<file path="src/rtl/port_bus_master_pkg.sv">
// ---------------------------------------------------------------------------
// port_bus_master_pkg
// Shared definitions for the hardware port-bus initiator: the sequencer state
// type, default port addresses, the done bit position, the start command and
// the result sentinel returned when polling gives up.
// Optional feature macro: PORT_BUS_MASTER_TIMEOUT_EN (enables poll timeout).
// ---------------------------------------------------------------------------
package port_bus_master_pkg;

  typedef enum logic [3:0] {
    S_IDLE,
    S_WR_A,
    S_WR_B,
    S_WR_GO,
    S_GAP,
    S_POLL,
    S_RD_MSB,
    S_RD_LSB,
    S_RESP
  } state_e;

  localparam logic [7:0]  DEF_ADDR_A         = 8'h80;
  localparam logic [7:0]  DEF_ADDR_B         = 8'h81;
  localparam logic [7:0]  DEF_ADDR_CTRL      = 8'h82;
  localparam logic [7:0]  DEF_ADDR_IDLE      = 8'h00;
  localparam int unsigned DEF_POLL_GAP       = 4;
  localparam int unsigned DEF_TIMEOUT_CYCLES = 1023;

  localparam int          DONE_BIT     = 0;
  localparam logic [7:0]  START_CMD    = 8'h01;
  localparam logic [15:0] TIMEOUT_DATA = 16'hDEAD;

endpackage

</file>
<file path="src/rtl/port_bus_master_if.sv">
// ---------------------------------------------------------------------------
// port_bus_master_if
// The 8-bit port bus shared by the initiator and the multiplier responder.
//   port_id      : bus address
//   out_port     : write data
//   write_strobe : one-cycle write qualifier
//   read_strobe  : one-cycle read qualifier
//   in_port      : read data, combinational from the responder for port_id
// Modports: master (initiator side), slave (responder side).
// ---------------------------------------------------------------------------
interface port_bus_master_if;
  logic [7:0] port_id;
  logic [7:0] out_port;
  logic       write_strobe;
  logic       read_strobe;
  logic [7:0] in_port;

  modport master (
    output port_id,
    output out_port,
    output write_strobe,
    output read_strobe,
    input  in_port
  );

  modport slave (
    input  port_id,
    input  out_port,
    input  write_strobe,
    input  read_strobe,
    output in_port
  );
endinterface

</file>
<file path="src/rtl/port_bus_master_access.sv">
// ---------------------------------------------------------------------------
// port_bus_access
// Registered single-cycle bus driver. The sequencer presents the access it
// wants for the next cycle on {req_addr, req_data, req_rd, req_wr}; this block
// registers it onto the bus so every bus output comes straight from a flop.
// rd_data is the responder's in_port for the access currently on the bus;
// the sequencer samples it at the clock edge that ends that access.
// Ports:
//   clk, reset           : clock, synchronous active-high reset
//   req_addr, req_data   : requested address / write data
//   req_rd, req_wr       : requested read / write (write wins if both)
//   rd_data              : in_port for the current access
//   bus                  : port bus, master side
// ---------------------------------------------------------------------------
module port_bus_access
  import port_bus_master_pkg::*;
#(
  parameter logic [7:0] ADDR_IDLE = DEF_ADDR_IDLE
) (
  input  logic       clk,
  input  logic       reset,
  input  logic [7:0] req_addr,
  input  logic [7:0] req_data,
  input  logic       req_rd,
  input  logic       req_wr,
  output logic [7:0] rd_data,
  port_bus_master_if.master bus
);

  logic [7:0] port_id_d,  port_id_q;
  logic [7:0] out_port_d, out_port_q;
  logic       wr_d,       wr_q;
  logic       rd_d,       rd_q;

  // With no access requested the bus parks at ADDR_IDLE with zero data, so a
  // stale address never lingers where the responder could decode it.
  always_comb begin
    wr_d       = req_wr;
    rd_d       = req_rd && !req_wr;
    port_id_d  = ADDR_IDLE;
    out_port_d = 8'h00;
    if (wr_d || rd_d) begin
      port_id_d = req_addr;
    end
    if (wr_d) begin
      out_port_d = req_data;
    end
  end

  always_ff @(posedge clk) begin
    if (reset) begin
      port_id_q  <= ADDR_IDLE;
      out_port_q <= 8'h00;
      wr_q       <= 1'b0;
      rd_q       <= 1'b0;
    end else begin
      port_id_q  <= port_id_d;
      out_port_q <= out_port_d;
      wr_q       <= wr_d;
      rd_q       <= rd_d;
    end
  end

  assign bus.port_id      = port_id_q;
  assign bus.out_port     = out_port_q;
  assign bus.write_strobe = wr_q;
  assign bus.read_strobe  = rd_q;
  assign rd_data          = bus.in_port;

endmodule

</file>
<file path="src/rtl/port_bus_master.sv">
// ---------------------------------------------------------------------------
// port_bus_master
// Hardware initiator for the multiplier's port bus. Takes an operand pair on
// the op stream, writes A, B and the start command, polls the done bit with a
// POLL_GAP idle gap before every poll, reads the 16-bit product back
// ({MSB, LSB}) and offers it on the res stream. One operation at a time.
// Ports:
//   clk, reset                  : clock, synchronous active-high reset
//   op_valid/op_ready/op_a/op_b : operand stream
//   res_valid/res_ready/res_data: result stream
//   bus                         : port bus, master side
//   busy                        : high whenever not IDLE
//   timeout_err                 : sticky poll timeout (optional feature only)
// Optional feature macro: PORT_BUS_MASTER_TIMEOUT_EN. When defined, polling
// gives up after TIMEOUT_CYCLES cycles in GAP/POLL and returns 16'hDEAD.
// ---------------------------------------------------------------------------
module port_bus_master
  import port_bus_master_pkg::*;
#(
  parameter logic [7:0]  ADDR_A    = DEF_ADDR_A,
  parameter logic [7:0]  ADDR_B    = DEF_ADDR_B,
  parameter logic [7:0]  ADDR_CTRL = DEF_ADDR_CTRL,
  parameter logic [7:0]  ADDR_IDLE = DEF_ADDR_IDLE,
  parameter int unsigned POLL_GAP  = DEF_POLL_GAP
`ifdef PORT_BUS_MASTER_TIMEOUT_EN
  , parameter int unsigned TIMEOUT_CYCLES = DEF_TIMEOUT_CYCLES
`endif
) (
  input  logic        clk,
  input  logic        reset,
  input  logic        op_valid,
  output logic        op_ready,
  input  logic [7:0]  op_a,
  input  logic [7:0]  op_b,
  output logic        res_valid,
  input  logic        res_ready,
  output logic [15:0] res_data,
  port_bus_master_if.master bus,
  output logic        busy
`ifdef PORT_BUS_MASTER_TIMEOUT_EN
  , output logic      timeout_err
`endif
);

  localparam logic [7:0] GAP_LOAD = 8'(POLL_GAP - 1);

  state_e      state_d,   state_q;
  logic [7:0]  gap_cnt_d, gap_cnt_q;
  logic [7:0]  a_d,       a_q;
  logic [7:0]  b_d,       b_q;
  logic [15:0] res_d,     res_q;

  logic [7:0]  req_addr;
  logic [7:0]  req_data;
  logic        req_rd;
  logic        req_wr;
  logic [7:0]  rd_data;
  logic        op_fire;

`ifdef PORT_BUS_MASTER_TIMEOUT_EN
  localparam int TO_W = $clog2(TIMEOUT_CYCLES + 1);
  localparam logic [TO_W-1:0] TO_LAST = TO_W'(TIMEOUT_CYCLES - 1);

  logic [TO_W-1:0] to_cnt_d, to_cnt_q;
  logic            timeout_err_d, timeout_err_q;
`endif

  // op_ready is held low while reset is asserted so nothing is accepted
  // during a multi-cycle reset.
  assign op_ready  = (state_q == S_IDLE) && !reset;
  assign op_fire   = op_valid && op_ready;
  assign busy      = (state_q != S_IDLE);
  assign res_valid = (state_q == S_RESP);
  assign res_data  = res_q;

  // Next-state logic, then the bus access for the state being entered; the
  // access driver registers it so it appears on the bus in that state.
  always_comb begin
    state_d   = state_q;
    gap_cnt_d = gap_cnt_q;
    a_d       = a_q;
    b_d       = b_q;
    res_d     = res_q;
    req_addr  = ADDR_IDLE;
    req_data  = 8'h00;
    req_rd    = 1'b0;
    req_wr    = 1'b0;
`ifdef PORT_BUS_MASTER_TIMEOUT_EN
    to_cnt_d      = to_cnt_q;
    timeout_err_d = timeout_err_q;
`endif

    unique case (state_q)
      S_IDLE: begin
        if (op_fire) begin
          a_d     = op_a;
          b_d     = op_b;
          state_d = S_WR_A;
`ifdef PORT_BUS_MASTER_TIMEOUT_EN
          timeout_err_d = 1'b0;
`endif
        end
      end
      S_WR_A:  state_d = S_WR_B;
      S_WR_B:  state_d = S_WR_GO;
      S_WR_GO: begin
        state_d   = S_GAP;
        gap_cnt_d = GAP_LOAD;
`ifdef PORT_BUS_MASTER_TIMEOUT_EN
        to_cnt_d = '0;
`endif
      end
      S_GAP: begin
        if (gap_cnt_q == 8'd0) begin
          state_d = S_POLL;
        end else begin
          gap_cnt_d = gap_cnt_q - 8'd1;
        end
      end
      S_POLL: begin
        if (rd_data[DONE_BIT]) begin
          state_d = S_RD_MSB;
        end else begin
          state_d   = S_GAP;
          gap_cnt_d = GAP_LOAD;
        end
      end
      S_RD_MSB: begin
        res_d[15:8] = rd_data;
        state_d     = S_RD_LSB;
      end
      S_RD_LSB: begin
        res_d[7:0] = rd_data;
        state_d    = S_RESP;
      end
      S_RESP: begin
        if (res_ready) begin
          state_d = S_IDLE;
        end
      end
      default: state_d = S_IDLE;
    endcase

`ifdef PORT_BUS_MASTER_TIMEOUT_EN
    // The timeout window spans every GAP and POLL cycle of one operation; a
    // done seen on the final poll still wins over the timeout.
    if ((state_q == S_GAP) || (state_q == S_POLL)) begin
      if ((to_cnt_q == TO_LAST) &&
          !((state_q == S_POLL) && rd_data[DONE_BIT])) begin
        state_d       = S_RESP;
        res_d         = TIMEOUT_DATA;
        timeout_err_d = 1'b1;
      end else begin
        to_cnt_d = to_cnt_q + 1'b1;
      end
    end
`endif

    case (state_d)
      S_WR_A: begin
        req_addr = ADDR_A;
        req_data = a_d;
        req_wr   = 1'b1;
      end
      S_WR_B: begin
        req_addr = ADDR_B;
        req_data = b_d;
        req_wr   = 1'b1;
      end
      S_WR_GO: begin
        req_addr = ADDR_CTRL;
        req_data = START_CMD;
        req_wr   = 1'b1;
      end
      S_POLL: begin
        req_addr = ADDR_CTRL;
        req_rd   = 1'b1;
      end
      S_RD_MSB: begin
        req_addr = ADDR_A;
        req_rd   = 1'b1;
      end
      S_RD_LSB: begin
        req_addr = ADDR_B;
        req_rd   = 1'b1;
      end
      default: ;
    endcase
  end

  always_ff @(posedge clk) begin
    if (reset) begin
      state_q   <= S_IDLE;
      gap_cnt_q <= 8'd0;
      a_q       <= 8'h00;
      b_q       <= 8'h00;
      res_q     <= 16'h0000;
    end else begin
      state_q   <= state_d;
      gap_cnt_q <= gap_cnt_d;
      a_q       <= a_d;
      b_q       <= b_d;
      res_q     <= res_d;
    end
  end

`ifdef PORT_BUS_MASTER_TIMEOUT_EN
  always_ff @(posedge clk) begin
    if (reset) begin
      to_cnt_q      <= '0;
      timeout_err_q <= 1'b0;
    end else begin
      to_cnt_q      <= to_cnt_d;
      timeout_err_q <= timeout_err_d;
    end
  end

  assign timeout_err = timeout_err_q;
`endif

  port_bus_access #(
    .ADDR_IDLE (ADDR_IDLE)
  ) u_access (
    .clk      (clk),
    .reset    (reset),
    .req_addr (req_addr),
    .req_data (req_data),
    .req_rd   (req_rd),
    .req_wr   (req_wr),
    .rd_data  (rd_data),
    .bus      (bus)
  );

endmodule

</file>
<file path="src/flat_wrapper.sv">
// flat-port wrapper written by rule: the top's interface ports become plain ports
module port_bus_master_flat import port_bus_master_pkg::*;
#(
  parameter logic [7:0]  ADDR_A    = DEF_ADDR_A,
  parameter logic [7:0]  ADDR_B    = DEF_ADDR_B,
  parameter logic [7:0]  ADDR_CTRL = DEF_ADDR_CTRL,
  parameter logic [7:0]  ADDR_IDLE = DEF_ADDR_IDLE,
  parameter int unsigned POLL_GAP  = DEF_POLL_GAP

)
  (clk, reset, op_valid, op_ready, op_a, op_b, res_valid, res_ready, res_data, busy, bus_port_id, bus_out_port, bus_write_strobe, bus_read_strobe, bus_in_port);
  port_bus_master_if bus_i ();
  input  logic clk;
  input  logic reset;
  input  logic op_valid;
  output logic op_ready;
  input  logic [7:0] op_a;
  input  logic [7:0] op_b;
  output logic res_valid;
  input  logic res_ready;
  output logic [15:0] res_data;
  output logic busy;
  output wire logic [$bits(bus_i.port_id)-1:0] bus_port_id;
  output wire logic [$bits(bus_i.out_port)-1:0] bus_out_port;
  output wire logic [$bits(bus_i.write_strobe)-1:0] bus_write_strobe;
  output wire logic [$bits(bus_i.read_strobe)-1:0] bus_read_strobe;
  input wire logic [$bits(bus_i.in_port)-1:0] bus_in_port;
  assign bus_port_id = bus_i.port_id;
  assign bus_out_port = bus_i.out_port;
  assign bus_write_strobe = bus_i.write_strobe;
  assign bus_read_strobe = bus_i.read_strobe;
  assign bus_i.in_port = bus_in_port;
  port_bus_master #(.ADDR_A(ADDR_A), .ADDR_B(ADDR_B), .ADDR_CTRL(ADDR_CTRL), .ADDR_IDLE(ADDR_IDLE), .POLL_GAP(POLL_GAP)) u_core (.clk(clk), .reset(reset), .op_valid(op_valid), .op_ready(op_ready), .op_a(op_a), .op_b(op_b), .res_valid(res_valid), .res_ready(res_ready), .res_data(res_data), .bus(bus_i), .busy(busy));
endmodule
</file>
<file path="config.mk">
export PLATFORM = sky130hd
export DESIGN_NAME = port_bus_master_flat
export DESIGN_NICKNAME = d
export VERILOG_FILES = /design/src/rtl/port_bus_master_pkg.sv /design/src/rtl/port_bus_master_if.sv /design/src/rtl/port_bus_master_access.sv /design/src/rtl/port_bus_master.sv /design/src/flat_wrapper.sv
export SDC_FILE = /design/constraint.sdc
export NUM_CORES = 1
export LEC_CHECK = 0
export ABC_AREA = 1
export CAP_MARGIN = 40
export CORE_MARGIN = 3
export CORE_UTILIZATION = 46
export CTS_CLUSTER_DIAMETER = 50
export DETAILED_ROUTE_END_ITERATION = 10
export GPL_ROUTABILITY_DRIVEN = 0
export MAX_ROUTING_LAYER = met4
export PLACE_DENSITY = 0.78
export SETUP_SLACK_MARGIN = 0.5
export SYNTH_ARGS = -nofsm -noshare
export SYNTH_HDL_FRONTEND = slang
export SYNTH_SLANG_ARGS = --single-unit
</file>
<file path="constraint.sdc">
create_clock -name clk -period 1.9 [get_ports clk]
set_clock_uncertainty 0.1 [all_clocks]
set_input_delay 0.38 -clock clk [delete_from_list [all_inputs] [get_ports clk]]
set_output_delay 0.38 -clock clk [all_outputs]
set_load 0.02 [all_outputs]
</file>
==> metrics <==
Worst Setup End Kind output pin; H-tree Lvls 2; Ant. Diodes 0; DRT iter0 DRCs ~160; synthesized area 0.00221 mm^2; cells after synthesis approximately 320; CP max-delay cell dfxtp_4; cell mode on critical path nor2_4; Post-route DRC 0; Die W roughly 75 um; Routed WL per cell ~14 um; Clock transition at path regs 0.08 ns; area post-placement approximately 0.0030 mm^2; worst hold slack roughly 0.35 ns; Critical Path Fanout Max 3; CTS Sinks 49; Final setup viols 0; total gr overflow 0; CP required ~1.4 ns; first-pass GRT wire length a little over 9 mm; xor and xnor fraction of the mapped netlist area 0.00793; Peak Freq about 0.6 GHz; worst hold start bus_in_port[0]; Core Region ~0.0045 mm^2; Vias 2,334; total power ~2.2 mW; Period minus WS final 1.63 ns; Nets 440; startpoint types flop; peak supply drop 344 uV; FF-to-FF End u_core.u_access.bus.out_port[5]$_SDFF_PP0_; Netlist cell types 27; area share of the leading cell type in the synthesized netlist 0.444; Vias/cell 5.03; Worst-Skew Late Latency ~0.30 ns; Die H between 70 and 80 um; Post-Synth Simple-Gate Area 0.331; Cell Count, Final, Fillers Out 464; Register-to-Register Path Depth 6; proportion of synthesized area in mux cells 0; total CTS buffers 5; vias in the first global route about 2,200; Placed Cells roughly 440; max_cap viols 0; syn_area_per_cell 6.84 um^2; layout cells sized above 1 0.374; maximum root-to-sink buffer count 2; synth top area cells dfxtp_1, nor2_1, nand2_1, inv_1, nand3_1; Final period util 0.859; Hold Path Sink u_core.res_data[8]$_SDFFE_PP0P_; Rows 24; 1st-pass router iterations 4; Final Max Slew Viols 0; hold buffer count at CTS 0; #FFs+latches synth 49; crit-path cells nor2_4, nand2_2, nor2_4, buf_6; Leak Pwr 1.63 nW; RSZ-0062 raised after global routing yes; Reg-to-Reg Start u_core.state_q[0]$_SDFF_PP0_; Compound-Gate Fraction of Synth Area 0.0861; TritonCTS clock tree done; Syn. warnings 0; IO Port Bufs 59; Synth Area in Adders 0.00566; status finished clean; Area growth syn-to-layout 51.9%; die area roughly 0.0057 mm^2; CP arrival roughly 1.2 ns; Worst R2R Setup Slack around 0.34 ns; Power Density approximately 670 mW/mm^2; Hold Fails Final Rpt 0; root buf cell clkbuf_8; post-route ant nets 0; Crit Path Category flop to output pin; post-synthesis sequential area ratio 0.444; fin area ~0.0034 mm^2; drt total wl 6.45 mm; Setup TNS Final 0 ns; Worst path max stage delay ~0.37 ns; initial antenna violation count 0; largest net degree at the start of global routing 24; IO Pins 65; largest family of logic cells by synthesized area simple AND/OR/NAND/NOR gates; Initial Util 0.491; cell depth of the worst min-delay path 4; leading area contributor after synthesis dfxtp_1; DP HPWL approximately 3.8 mm; GR Util All Layers 0.219; worst min path class input port to flop
stage by stage:
stage / setup slack (ns) / util
final: 0.268 / 0.745
after global routing: 0.228 / 0.745
after CTS: 0.298 / 0.712
after detailed placement: -0.279 / 0.656
after global placement: -0.255 / 0.656
after floorplan: 0.451 / -
registers in the layout (all words and copies together), names as in the netlist:
register                          count
u_core.b_q                            8
u_core.state_q                        4
u_core.u_access.bus.port_id           3
u_core.u_access.bus.read_strobe       1
u_core.res_data                      16
u_core.gap_cnt_q                      8
u_core.u_access.bus.write_strobe      1
u_core.u_access.bus.out_port          8
Yosys cell counts, drive strengths merged:
master and instances:
a21oi 15, buf 11, clkbuf 3, clkinv 1
conb 1, dfxtp 49, ha 1, inv 51
nand2 56, nand3 20, nand3b 1, nand4 4
nor2 75, nor3 4, o21a 2, o21ai 20
or2 7, xor2 2
worst max path at each step:
| stage | startpoint | end | slack, ns | depth (start not counted) |
|---|---|---|---|---|
| floorplan | reset | u_core.u_access.bus.out_port[3]$_SDFF_PP0_ | 0.45 | 7 |
| global placement | reset | op_ready | -0.26 | 3 |
| detailed placement | reset | u_core.u_access.bus.out_port[0]$_SDFF_PP0_ | -0.28 | 11 |
| CTS | u_core.state_q[1]$_SDFF_PP0_ | res_valid | 0.30 | 4 |
| global route | u_core.state_q[0]$_SDFF_PP0_ | op_ready | 0.23 | 4 |
| finish | u_core.state_q[2]$_SDFF_PP0_ | op_ready | 0.27 | 4 |
per-layer routing:
| metal | vias to the layer above | share of wire | global-route usage |
|---|---|---|---|
| met5 | - | 0 | - |
| met4 | 0 | 0.018 | 0.0951 |
| met3 | 12 | 0.058 | 0.0383 |
| met2 | 83 | 0.49 | 0.368 |
| met1 | 1083 | 0.43 | 0.255 |
| li1 | 1156 | - | - |
critical path, delay by kind of cell (launching register included):
kind | cells | cell delay (ns)
and+or+nand+nor | 3 | 0.36
buffers and inverters | 1 | 0.12
DFF | 1 | 0.37
final cells by class:
| class | instances | area (um^2) |
|---|---|---|
| repair inverters | 1 | 5.00 |
| clock buffers | 5 | 68.8 |
| inverters | 52 | 213 |
| flip-flops and latches | 49 | 991 |
| clock inverters | 3 | 17.5 |
| repair buffers | 90 | 733 |
| multi-input cells | 212 | 1260 |
| well taps | 52 | 65.1 |
| fillers | 320 | 1150 |
kinds of logic after synthesis:
family                   Yosys count
AO/OA/AOI/OAI                     37
XOR/XNOR                           2
adder cells (fa/ha/maj)            1
buffers and inverters             66
flip-flops                        49
other                              1
AND/OR/NAND/NOR                  167
layout by cell type, fill, tap and decap left out, types with 11 or more instances in the layout:
master	n
nor2_1	60
buf_2	19
dfxtp_1	45
o21ai_0	14
nand2_1	35
clkdlybuf4s50_1	24
nand3_2	11
nand2_2	12
inv_1	40
buf_4	23
where the power goes:
part / internal (mW) / switching, mW
sequential: 1.07 / 0.0179
combinational: 0.239 / 0.314
clock: 0.255 / 0.348
timing repair:
action,CTS,global route
endpoints found under the setup margin,79,69
cloned,2,3
setup buffers,4,6
pin swaps,9,20
gates resized for setup,140,91
(Power assumes the default switching activity.)
==> RTL change (same flow settings) <==
The 9 states of `state_e` get a one-hot encoding in 9 bits.
--- a/src/rtl/port_bus_master_pkg.sv
+++ b/src/rtl/port_bus_master_pkg.sv
@@ -7,16 +7,16 @@
 // ---------------------------------------------------------------------------
 package port_bus_master_pkg;
 
-  typedef enum logic [3:0] {
-    S_IDLE,
-    S_WR_A,
-    S_WR_B,
-    S_WR_GO,
-    S_GAP,
-    S_POLL,
-    S_RD_MSB,
-    S_RD_LSB,
-    S_RESP
+  typedef enum logic [8:0] {
+    S_IDLE   = 9'b000000001,
+    S_WR_A   = 9'b000000010,
+    S_WR_B   = 9'b000000100,
+    S_WR_GO  = 9'b000001000,
+    S_GAP    = 9'b000010000,
+    S_POLL   = 9'b000100000,
+    S_RD_MSB = 9'b001000000,
+    S_RD_LSB = 9'b010000000,
+    S_RESP   = 9'b100000000
   } state_e;
 
   localparam logic [7:0]  DEF_ADDR_A         = 8'h80;
Behaviour: same outputs for any inputs over 10 cycles, from zero or initial values and one cycle with reset high; not proved beyond that.
==> RTL change against the original RTL <==
- sequential cell count grew 5
- worst setup slack lost 0.19 ns
- power grew 8.0%
- combinational power shrank 13%
- via count grew 17%
- design area grew 19%
- routed wire length grew 24%
- worst hold slack gained 0.041 ns
- synthesized area grew 16%
- highest routed layer unchanged
==> RTL change: results <==
set metrics [dict create \
    gr-usage-met1_pct 26.5 \
    clk_pin_slew_ns 0.10 \
    dp_cells 486 \
    signal_buffer_area_fraction_pct 25.4 \
    dr_total_vias 2741 \
    clkCellAreaFrac_pct 2.73 \
    synth-seq-area-share_pct 42.2 \
    wl_met3_um 395 \
    synth.area.top_cells "dfxtp_1 42%, nand2_1 8.2%, inv_1 7.5%" \
    synth_compound_area_share_pct 11.0 \
    grt.busiest_layer "met2" \
    wirelength_um 7990 \
    multi_input_gates 227 \
    final_nets 483 \
    grtUsageMet3_pct 4.37 \
    multi_input_area_um2 1490 \
    synth_xor_area_share_pct 1.37 \
    first_iter_violations 242 \
    dpl_cell_area_um2 3400 \
    first_global_vias 2401 \
    min_path_type "reg -> reg" \
    n_fill_cell 335 \
    r2r_cells 10 \
    wl_met1_um 3210 \
    reg2reg_to "u_core.gap_cnt_q[4]$_SDFFE_PP0P_" \
    drive_gt1_share_pct 43.1 \
    dp_slack_ns -0.230 \
    vdd_drop_max_mv 0.462 \
    seq_share_pct 27.4 \
    inv_count 51 \
    cp-endpoint "busy" \
    stdcell_count 525 \
    ys_types 29 \
    cp.arrival_ns 1.34 \
    met2_length_um 4190 \
    synth_fa_ha_area_share_pct 0.488 \
    syn_inst 344 \
    status "finished clean" \
    dp_hpwl_um 4760 \
    grt_max_degree 19 \
    p_leak_nw 1.84 \
    use_met2_pct 39.6 \
    cp-startpoint "u_core.state_q[6]$_SDFF_PP0_" \
    post_synth_most_frequent_cells "56 x nand2_1, 54 x dfxtp_1, 51 x inv_1, 51 x nor2_1, 21 x a21oi_1" \
    cts.sinks 54 \
    cp_slowest_cell "dfxtp_2" \
    grt_pass1_wl_um 11200 \
    slowest_delay_ns 0.35 \
    syn-cell-area_um2 2560 \
    grt_use_total_pct 22.8 \
]
## RTL change: cell count changes after synthesis, moves of 3 or more
cell	unedited run	this run
nor2_1	69	51
nand4_1	4	16
a21oi_2	0	8
a21oi_1	15	21
dfxtp_1	49	54
inv_1	46	51
inv_2	5	0
nor2_4	1	6
or2_1	5	0
nand3_4	0	4
nand2_1	53	56
nand3_1	20	17
## RTL change: how the worst min path moves through the flow
stage                                                start                                to  slack (ns)  depth (start not counted)
after global routing       u_core.res_data[7]$_SDFFE_PP0P_   u_core.res_data[7]$_SDFFE_PP0P_        0.43                          2
after global placement     u_core.res_data[7]$_SDFFE_PP0P_   u_core.res_data[7]$_SDFFE_PP0P_        0.37                          2
after floorplan           u_core.gap_cnt_q[0]$_SDFFE_PP0P_  u_core.gap_cnt_q[0]$_SDFFE_PP0P_        0.37                          2
final                      u_core.res_data[7]$_SDFFE_PP0P_   u_core.res_data[7]$_SDFFE_PP0P_        0.40                          2
after CTS                  u_core.res_data[7]$_SDFFE_PP0P_   u_core.res_data[7]$_SDFFE_PP0P_        0.40                          2
after detailed placement   u_core.res_data[7]$_SDFFE_PP0P_   u_core.res_data[7]$_SDFFE_PP0P_        0.38                          2
## RTL change: power by group
part           switching (W)  total (W)  internal (W)
registers          0.0000128    0.00117       0.00116
clock network       0.000379   0.000768      0.000389
logic               0.000254   0.000482      0.000229
total               0.000646    0.00242       0.00177
## RTL change: what timing repair did
item,CTS,global route
setup endpoints to repair,81,75
gates resized for setup,133,102
cloned,3,0
pin swaps,12,26
buffers inserted,9,19
## RTL change: critical path: cells and delay by family, from the launching register on
| kind | cells | cell delay, ns |
|---|---|---|
| flops | 1 | 0.35 |
| simple gates | 3 | 0.42 |
| buf+inv | 3 | 0.27 |
